## src/rtl/systolic_pkg.sv

```systemverilog
// Shared constants and FSM state type for the systolic feeder.
// Default array geometry, element width and vector-count width.
package systolic_pkg;

  localparam int DATA_WIDTH           = 16;
  localparam int SYSTOLIC_ARRAY_WIDTH = 2;
  localparam int ROW_CNT_WIDTH        = 16;

  typedef enum logic [2:0] {
    IDLE,
    LOAD_W,
    SWITCH,
    STREAM,
    DRAIN
  } feeder_state_t;

endpackage

```

## src/rtl/skew_delay.sv

```systemverilog
// Fixed-depth shift register used to skew one array lane.
// Ports: clk, rst_n, d (lane in), q (lane in delayed DEPTH cycles).
module skew_delay #(
  parameter int DEPTH      = 1,
  parameter int DATA_WIDTH = 16
) (
  input  logic                  clk,
  input  logic                  rst_n,
  input  logic [DATA_WIDTH-1:0] d,
  output logic [DATA_WIDTH-1:0] q
);

  if (DEPTH == 0) begin : g_wire
    logic unused_clk_rst;
    assign unused_clk_rst = clk ^ rst_n;
    assign q = d;
  end else begin : g_sr
    logic [DATA_WIDTH-1:0] sr [DEPTH];

    always_ff @(posedge clk or negedge rst_n) begin
      if (!rst_n) begin
        for (int k = 0; k < DEPTH; k++) begin
          sr[k] <= '0;
        end
      end else begin
        sr[0] <= d;
        for (int k = 1; k < DEPTH; k++) begin
          sr[k] <= sr[k-1];
        end
      end
    end

    assign q = sr[DEPTH-1];
  end

endmodule

```

## src/rtl/systolic_feeder.sv

```systemverilog
// Feeds weights (north) and skewed input vectors (west) to the array.
// Ports: cmd/w/in valid-ready inputs, sys_* array drives, ub col size, busy/done.
module systolic_feeder #(
  parameter int SYSTOLIC_ARRAY_WIDTH = systolic_pkg::SYSTOLIC_ARRAY_WIDTH,
  parameter int DATA_WIDTH           = systolic_pkg::DATA_WIDTH,
  parameter int ROW_CNT_WIDTH        = systolic_pkg::ROW_CNT_WIDTH
) (
  input  logic                                       clk,
  input  logic                                       rst_n,
  input  logic                                       cmd_valid,
  output logic                                       cmd_ready,
  input  logic [ROW_CNT_WIDTH-1:0]                   cmd_num_rows,
  input  logic [15:0]                                cmd_col_size,
  input  logic                                       w_valid,
  output logic                                       w_ready,
  input  logic [SYSTOLIC_ARRAY_WIDTH*DATA_WIDTH-1:0] w_data,
  input  logic                                       in_valid,
  output logic                                       in_ready,
  input  logic [SYSTOLIC_ARRAY_WIDTH*DATA_WIDTH-1:0] in_data,
  output logic [SYSTOLIC_ARRAY_WIDTH*DATA_WIDTH-1:0] sys_data_in,
  output logic                                       sys_start,
  output logic [SYSTOLIC_ARRAY_WIDTH*DATA_WIDTH-1:0] sys_weight_in,
  output logic [SYSTOLIC_ARRAY_WIDTH-1:0]            sys_accept_w,
  output logic                                       sys_switch_in,
  output logic [15:0]                                ub_rd_col_size_out,
  output logic                                       ub_rd_col_size_valid_out,
  output logic                                       busy,
  output logic                                       done
);

  import systolic_pkg::*;

  localparam int N          = SYSTOLIC_ARRAY_WIDTH;
  localparam int WCW        = $clog2(N + 1);
  localparam int DRAIN_LAST = (N > 1) ? N - 2 : 0;
  localparam int DCW        = (N > 2) ? $clog2(N - 1) : 1;

  feeder_state_t state, state_nxt;

  logic [ROW_CNT_WIDTH-1:0] num_rows_q;
  logic [ROW_CNT_WIDTH-1:0] rcnt;
  logic [ROW_CNT_WIDTH-1:0] rcnt_inc;
  logic [15:0]              col_size_q;
  logic [WCW-1:0]           wcnt;
  logic [DCW-1:0]           dcnt;
  logic [N*DATA_WIDTH-1:0]  in_q;

  logic cmd_fire, w_fire, in_fire;
  logic w_last, in_last, drain_last;

  assign cmd_ready = (state == IDLE);
  assign busy      = (state != IDLE);
  assign w_ready   = (state == LOAD_W);
  assign in_ready  = (state == STREAM) && (rcnt != num_rows_q);

  assign cmd_fire = cmd_valid && cmd_ready;
  assign w_fire   = w_valid && w_ready;
  assign in_fire  = in_valid && in_ready;

  // Exit on equality so a full-scale count never needs a wider counter.
  assign rcnt_inc   = rcnt + ROW_CNT_WIDTH'(1);
  assign w_last     = w_fire && (wcnt == WCW'(N - 1));
  assign in_last    = in_fire && (rcnt_inc == num_rows_q);
  assign drain_last = (dcnt == DCW'(DRAIN_LAST));

  assign ub_rd_col_size_out = col_size_q;

  always_ff @(posedge clk or negedge rst_n) begin
    if (!rst_n) state <= IDLE;
    else        state <= state_nxt;
  end

  always_comb begin
    state_nxt = state;
    unique case (state)
      IDLE:    if (cmd_fire) state_nxt = LOAD_W;
      LOAD_W:  if (w_last) state_nxt = SWITCH;
      SWITCH:  state_nxt = (num_rows_q == '0) ? DRAIN : STREAM;
      STREAM:  if (in_last) state_nxt = DRAIN;
      DRAIN:   if (drain_last) state_nxt = IDLE;
      default: state_nxt = IDLE;
    endcase
  end

  always_ff @(posedge clk or negedge rst_n) begin
    if (!rst_n) begin
      num_rows_q               <= '0;
      col_size_q               <= '0;
      ub_rd_col_size_valid_out <= 1'b0;
      wcnt                     <= '0;
      rcnt                     <= '0;
      dcnt                     <= '0;
      sys_weight_in            <= '0;
      sys_accept_w             <= '0;
      sys_switch_in            <= 1'b0;
      done                     <= 1'b0;
      in_q                     <= '0;
      sys_start                <= 1'b0;
    end else begin
      ub_rd_col_size_valid_out <= cmd_fire;
      if (cmd_fire) begin
        num_rows_q <= cmd_num_rows;
        col_size_q <= cmd_col_size;
        wcnt       <= '0;
        rcnt       <= '0;
      end
      if (w_fire) begin
        wcnt          <= wcnt + WCW'(1);
        sys_weight_in <= w_data;
      end
      sys_accept_w  <= w_fire ? '1 : '0;
      // Switch lands the cycle after the last accept strobe.
      sys_switch_in <= (state == SWITCH);
      if (in_fire) rcnt <= rcnt_inc;
      dcnt <= (state == DRAIN) ? dcnt + DCW'(1) : '0;
      done <= (state == DRAIN) && drain_last;
      // Skew pipeline never stalls; idle cycles become zero bubbles.
      in_q      <= in_fire ? in_data : '0;
      sys_start <= in_fire;
    end
  end

  for (genvar i = 0; i < N; i++) begin : g_lane
    skew_delay #(
      .DEPTH      (i),
      .DATA_WIDTH (DATA_WIDTH)
    ) u_skew (
      .clk   (clk),
      .rst_n (rst_n),
      .d     (in_q[i*DATA_WIDTH +: DATA_WIDTH]),
      .q     (sys_data_in[i*DATA_WIDTH +: DATA_WIDTH])
    );
  end

endmodule

```

## config.mk

```make
export PLATFORM = sky130hd
export DESIGN_NAME = systolic_feeder
export DESIGN_NICKNAME = d
export VERILOG_FILES = /design/src/rtl/systolic_pkg.sv /design/src/rtl/skew_delay.sv /design/src/rtl/systolic_feeder.sv
export SDC_FILE = /design/constraint.sdc
export NUM_CORES = 1
export LEC_CHECK = 0
export CAP_MARGIN = 20
export CORE_AREA = 2 2 112 114
export CTS_CLUSTER_SIZE = 30
export DETAILED_ROUTE_END_ITERATION = 8
export DIE_AREA = 0 0 114 116
export PLACE_DENSITY = 0.84
export SKIP_CTS_REPAIR_TIMING = 1
export SLEW_MARGIN = 20
export SYNTH_ARGS = -nofsm -noshare
export SYNTH_HDL_FRONTEND = slang
export SYNTH_SLANG_ARGS = --single-unit
export TNS_END_PERCENT = 30
```

## constraint.sdc

```tcl
create_clock -name clk -period 3.85 [get_ports clk]
set_input_delay 0.77 -clock clk [delete_from_list [all_inputs] [get_ports clk]]
set_output_delay 0.77 -clock clk [all_outputs]
set_load 0.005 [all_outputs]
```

==> flow_metrics.py, run 1 <==
metrics = {
    "placed_design": {
        "place_congestion": 0.873,
        "portBuffers": 190,
        "hpwl_um": 10800,
        "pre_cts_slack_ps": 1040,
        "place_inst": 903,
    },
    "yosys": {
        "avgSynthCellArea_um2": 9.80,
        "synth_fp_nets": 699,
        "postSynth.asyncResetShare": 1.00,
        "seq_area_frac_synth": 0.591,
        "ys.flop_type": "dfrtp_1",
        "synth_warnings": 0,
        "synth_cells": 596,
        "synth-edff-count": 0,
        "syn_area_um2": 5840,
        "synth.distinct_cells": 54,
        "ys_seq_elements": 138,
    },
    "global_routing": {
        "busiest_layer": "met2",
        "grt-ovfl-total": 0,
        "grt_max_degree": 75,
        "use_met1": 0.286,
        "met3_usage": 0.0565,
        "grt_pass1_vias": 4892,
        "grtUsageMet2": 0.398,
        "grt_use_total": 0.233,
        "grt_pass1_wl_um": 23700,
        "grt_antenna_before_repair": 0,
    },
    "timing": {
        "setup_ws_ps": 705,
        "period_share": 0.817,
        "rsz0062_at_grt": "false",
        "setup_viol": 0,
        "fin_worst_hold_slack_ps": 345,
        "worst_pin_slew_ps": 924,
        "min_period_ps": 3140,
        "setup-tns-final_ps": 0,
        "drv_slew": 0,
        "finClkSkew_ps": 12.5,
        "relSlewSlack": 0.383,
        "max_freq_mhz": 318,
        "finalHoldViolations": 0,
    },
    "drt": {
        "drt-vias-per-instance": 5.28,
        "drcViolationCount": 0,
        "first_pass_iters": 5,
        "routed_wl_um": 15100,
        "vias": 4936,
        "routedWlPerCell_um": 16.1,
        "drt_iter0_drc": 453,
        "ant_nets": 0,
    },
    "cts": {
        "cts_sinks": 138,
        "cts-root-buf": "clkbuf_16",
        "cts_buffers": 17,
        "h-tree-depth": 4,
        "clk_pin_slew_worst_paths_ps": 60,
        "clockBufferDepth": 2,
        "clk_latency_ps": 420,
        "cts_tree": "yes",
    },
    "power": {
        "ir_worst_vdd_mv": 0.379,
        "power.leakage_nw": 3.87,
        "p_per_area_nw_per_um2": 698,
    },
    "critical_path": {
        "crit_arrival_ps": 2370,
        "endpoint_kind": "primary output",
        "required_ps": 3080,
        "crit_fanout": 4,
        "startpoint_type": "flip-flop",
        "r2r_cells": 7,
        "critical_path_class": "reg2out",
    },
    "die": {
        "ios": 191,
        "core_region_area_um2": 11900,
        "start_util": 0.490,
        "die-area_um2": 13200,
        "die_height_um": 116,
        "die_width_um": 114,
        "rows": 40,
    },
    "final_layout": {
        "drive_gt1_frac": 0.0546,
        "antenna_cells": 0,
        "synthToLayoutAreaGrowth_pct": 43.7,
        "final_nets": 878,
        "stdcell_count": 935,
    },
    "hold_path": {
        "hold_depth": 0,
        "hold_path.class": "reg2reg",
    },
    "outcome": {
        "status": "completed",
    },
    "job": {
        "drv_cap": 0,
    },
}
==> state kept, by name, indices dropped and copies added, names as in the netlist <==
register                  flops
wcnt                          2
state                         3
ub_rd_col_size_valid_out      1
g_lane.u_skew.q              16
in_q                         32
sys_switch_in                 1
rcnt                         16
ub_rd_col_size_out           16
sys_accept_w                  1
sys_weight_in                32
num_rows_q                   16
dcnt                          1
sys_start                     1
==> kinds of logic (layout without fill, tap and decap cells) <==
| kind of cell | after synthesis | after routing | share of synthesized area |
|---|---|---|---|
| compound gates | 49 | 49 | 0.0585 |
| xor+xnor | 29 | 29 | 0.0448 |
| fa+ha+maj | 2 | 2 | 0.00428 |
| buf+inv | 46 | 238 | 0.0351 |
| flops | 138 | 138 | 0.591 |
| mux | 10 | 10 | 0.0174 |
| simple gates | 322 | 322 | 0.249 |
==> final cells by class <==
class                      instances  area [um2]
clock inverter                    13         145
clock buffer                      19         433
inverter                          11        41.3
multi-input combinational        412        2180
tap                              147         184
timing repair buffer             195        1950
fill                             855        3520
sequential                       138        3450
==> Yosys cell counts, types with 5 or more instances <==
cell | n | share of area
nand3_1 | 12 | 0.010
a31oi_1 | 6 | 0.0064
o21ai_0 | 10 | 0.0086
mux2i_1 | 9 | 0.015
clkbuf_1 | 21 | 0.013
nor2_1 | 16 | 0.010
xnor2_1 | 12 | 0.018
nor4_1 | 11 | 0.012
dfrtp_1 | 138 | 0.59
buf_2 | 5 | 0.0043
nor3_1 | 7 | 0.0060
inv_1 | 10 | 0.0064
and2_1 | 35 | 0.037
nand2_1 | 217 | 0.14
a21oi_1 | 6 | 0.0051
xor2_1 | 16 | 0.024
nand4_1 | 7 | 0.0075
buf_1 | 5 | 0.0032
==> power breakdown <==
part | switching [W] | leakage, nW | total [W] | internal (W)
clock | 0.000621 | 0.280 | 0.00158 | 0.000960
combinational | 0.000906 | 1.82 | 0.00199 | 0.00108
sequential | 0.000364 | 1.77 | 0.00228 | 0.00192
total | 0.00189 | 3.87 | 0.00585 | 0.00396
==> critical path: stages (launching register included) <==
cell	delay (ps)
dfrtp_1	400
xor2_1	210
nor4_1	350
nand4_1	290
o21a_1	270
clkdlybuf4s50_1	450
==> worst paths after layout <==
kind	startpoint	to	slack [ps]
min in group asynchronous	rst_n	sys_weight_in[19]	370
setup / recovery	num_rows_q[15]	in_ready	710
hold reg to reg	in_q[31]	g_lane[1].u_skew.q[15]	350
max in group asynchronous	rst_n	g_lane[1].u_skew.q[1]	2670
hold / removal	in_q[31]	g_lane[1].u_skew.q[15]	350
setup reg to reg	rcnt[1]	state[0]	1180
==> per-layer routing <==
layer  part of all wire  vias to the layer above  routed length [um]
met4              0.023                        0                 354
li1                   -                     2310                   -
met1               0.40                     2388                6070
met5                  0                        -                   0
met3              0.065                       31                 976
met2               0.51                      207                7660
==> stage by stage <==
stage / area (um2) / power [W] / utilization
after floorplan: 5840 / 0.00320 / -
after global placement: 7810 / 0.00420 / 0.656
after detailed placement: 7810 / 0.00429 / 0.656
after CTS: 8390 / 0.00590 / 0.704
after global routing: 8390 / 0.00623 / 0.704
final: 8390 / 0.00585 / 0.704
==> placed cells by master (no fill, tap or decap), types with 2 or more instances in the layout <==
cell and count:
nor3_1 7, nor2_1 16, o31ai_1 2, inv_6 2, o22ai_1 3, nor4b_1 2
clkbuf_16 17, nand3_1 12, clkinvlp_4 2, xor2_1 16, xnor2_1 12, a22o_1 2
dfrtp_1 138, clkinv_2 3, o2111ai_1 2, o21ai_0 10, a32o_1 2, nand4_1 7
o311ai_0 2, nor4_1 11, inv_1 10, buf_4 4, nand4b_1 2, clkdlybuf4s50_1 189
clkbuf_1 2, nand2_1 217, and2_1 35, a31oi_1 6, o21a_1 2, clkinv_4 3
mux2i_1 9, bufinv_16 2, ha_1 2, a41oi_1 2, and4_1 3, o21ai_1 2
a21oi_1 6
Note: power is estimated with default switching activity, not from simulation.
==> inputs of run 2 (changes only) <==
--- a/config.mk
+++ b/config.mk
@@ -6,11 +6,11 @@
 export NUM_CORES = 1
 export LEC_CHECK = 0
 export CAP_MARGIN = 20
-export CORE_AREA = 2 2 112 114
+export CORE_AREA = 2 2 121 123
 export CTS_CLUSTER_SIZE = 30
 export DETAILED_ROUTE_END_ITERATION = 8
-export DIE_AREA = 0 0 114 116
-export PLACE_DENSITY = 0.84
+export DIE_AREA = 0 0 123 125
+export PLACE_DENSITY = 0.76
 export SKIP_CTS_REPAIR_TIMING = 1
 export SLEW_MARGIN = 20
 export SYNTH_ARGS = -nofsm -noshare
==> constraint.sdc (replaced) <==
create_clock -name clk -period 2.85 [get_ports clk]
set_input_delay 0.57 -clock clk [delete_from_list [all_inputs] [get_ports clk]]
set_output_delay 0.57 -clock clk [all_outputs]
set_load 0.005 [all_outputs]
==> flow_metrics.py, run 2 (synthesis results as in run 1) <==
metrics = {
    "final_layout": {
        "drive_gt1_frac": 0.0717,
        "layout_common_cells": "nand2_1 (217), clkdlybuf4s50_1 (188), dfrtp_1 (134), and2_1 (35), clkbuf_16 (17)",
        "synthToLayoutAreaGrowth_pct": 46.8,
        "largestRegisters": "in_q (32), sys_weight_in (32)",
        "final_nets": 886,
        "fin_area_um2": 8570,
        "nFillCells": 1148,
        "final_common_cell": "nand2_1",
        "antenna_cells": 0,
        "stdcell_count": 979,
    },
    "critical_path": {
        "critical_path_class": "reg2out",
        "slowest_stage": "dfrtp_2",
        "r2r_cells": 7,
        "ff2ff_setup_slack_ps": 350,
        "rr_endpoint": "state[1]",
        "max_stage_delay_ps": 470,
        "crit_arrival_ps": 2020,
        "endpoint_kind": "primary output",
        "crit_fanout": 8,
        "startpoint_type": "flip-flop",
        "required_ps": 2280,
        "cp_cell_sequence": "xor2_1 -> nor4_2 -> nand4_1 -> o21a_1 -> dlymetal6s2s_1",
        "r2r-start": "rcnt[0]",
        "cp-startpoint": "rcnt[10]",
    },
    "timing": {
        "finalHoldViolations": 0,
        "setup_viol": 0,
        "finClkSkew_ps": 12.2,
        "fin_worst_hold_slack_ps": 176,
        "rsz0062_at_grt": "false",
        "drv_slew": 0,
        "worst_pin_slew_ps": 697,
        "relSlewSlack": 0.535,
        "max_freq_mhz": 386,
        "min_period_ps": 2590,
        "period_share": 0.909,
        "setup_ws_ps": 258,
        "setup-tns-final_ps": 0,
    },
    "cts": {
        "clk_latency_ps": 420,
        "clockBufferDepth": 2,
        "h-tree-depth": 4,
        "cts_buffers": 17,
        "cts_sinks": 138,
        "cts-root-buf": "clkbuf_16",
        "cts_tree": "yes",
        "clk_pin_slew_worst_paths_ps": 50,
    },
    "placed_design": {
        "pre_cts_slack_ps": 329,
        "portBuffers": 190,
        "hpwl_um": 10400,
        "place_congestion": 0.913,
        "dpl-instance-area_um2": 7900,
        "place_inst": 946,
    },
    "die": {
        "die_width_um": 123,
        "start_util": 0.411,
        "rows": 44,
        "die_height_um": 125,
        "core_region_area_um2": 14200,
        "die-area_um2": 15400,
        "ios": 191,
    },
    "outcome": {
        "status": "completed",
    },
    "drt": {
        "routedWlPerCell_um": 15.0,
        "first_pass_iters": 5,
        "drt_iter0_drc": 316,
        "drcViolationCount": 0,
        "drt-vias-per-instance": 4.95,
        "routed_wl_um": 14700,
        "vias": 4842,
        "ant_nets": 0,
    },
    "hold_path": {
        "hold_path.class": "in2async",
    },
    "global_routing": {
        "grt_use_total": 0.202,
        "grt_pass1_wl_um": 24100,
        "grt_max_degree": 78,
        "grt_antenna_before_repair": 0,
        "grt_pass1_vias": 4928,
        "grt-ovfl-total": 0,
    },
    "power": {
        "power.leakage_nw": 3.93,
        "p_per_area_nw_per_um2": 947,
        "ir_worst_vdd_mv": 0.517,
    },
    "job": {
        "drv_cap": 0,
    },
}
## run 2: worst max path at each step
stage	endpoint	depth (start not counted)
finish	in_ready	5
CTS	in_ready	5
floorplan	state[1]	8
detailed placement	in_ready	5
global placement	in_ready	5
global route	state[0]	7
## run 2: power by group
part           switching (W)  total, W  internal [W]
Combinational        0.00125   0.00275       0.00150
Sequential          0.000471   0.00307       0.00260
Clock               0.000816   0.00230       0.00148
## run 2: final cells by class
class	instances	area (um2)	area share
repair buffers	203	2020	0.235
clock buffers	21	450	0.0525
flip-flops and latches	138	3460	0.403
clock inverters	10	166	0.0194
well taps	184	230	0.0269
multi-input cells	412	2210	0.258
inverters	11	41.3	0.00482
## run 2: worst max-delay path, delay by kind of cell (launching register included)
kind                   cells  cell delay, ps
AO/OA/AOI/OAI              1             240
XOR/XNOR                   1             190
buffers and inverters      1             170
flip-flops                 1             470
AND/OR/NAND/NOR            2             530
## run 2: routing by layer
layer | GRT usage | routed length [um]
met2 | 0.314 | 6860
met4 | 0.0963 | 405
met1 | 0.250 | 6140
met5 | 0 | 0
met3 | 0.0716 | 1300
## run 2: per-stage QoR
step | power, W | utilization
2_1_floorplan | 0.00433 | -
5_1_grt | 0.00865 | 0.604
4_1_cts | 0.00814 | 0.600
3_5_place_dp | 0.00581 | 0.556
3_3_place_gp | 0.00571 | 0.556
6_report | 0.00812 | 0.604
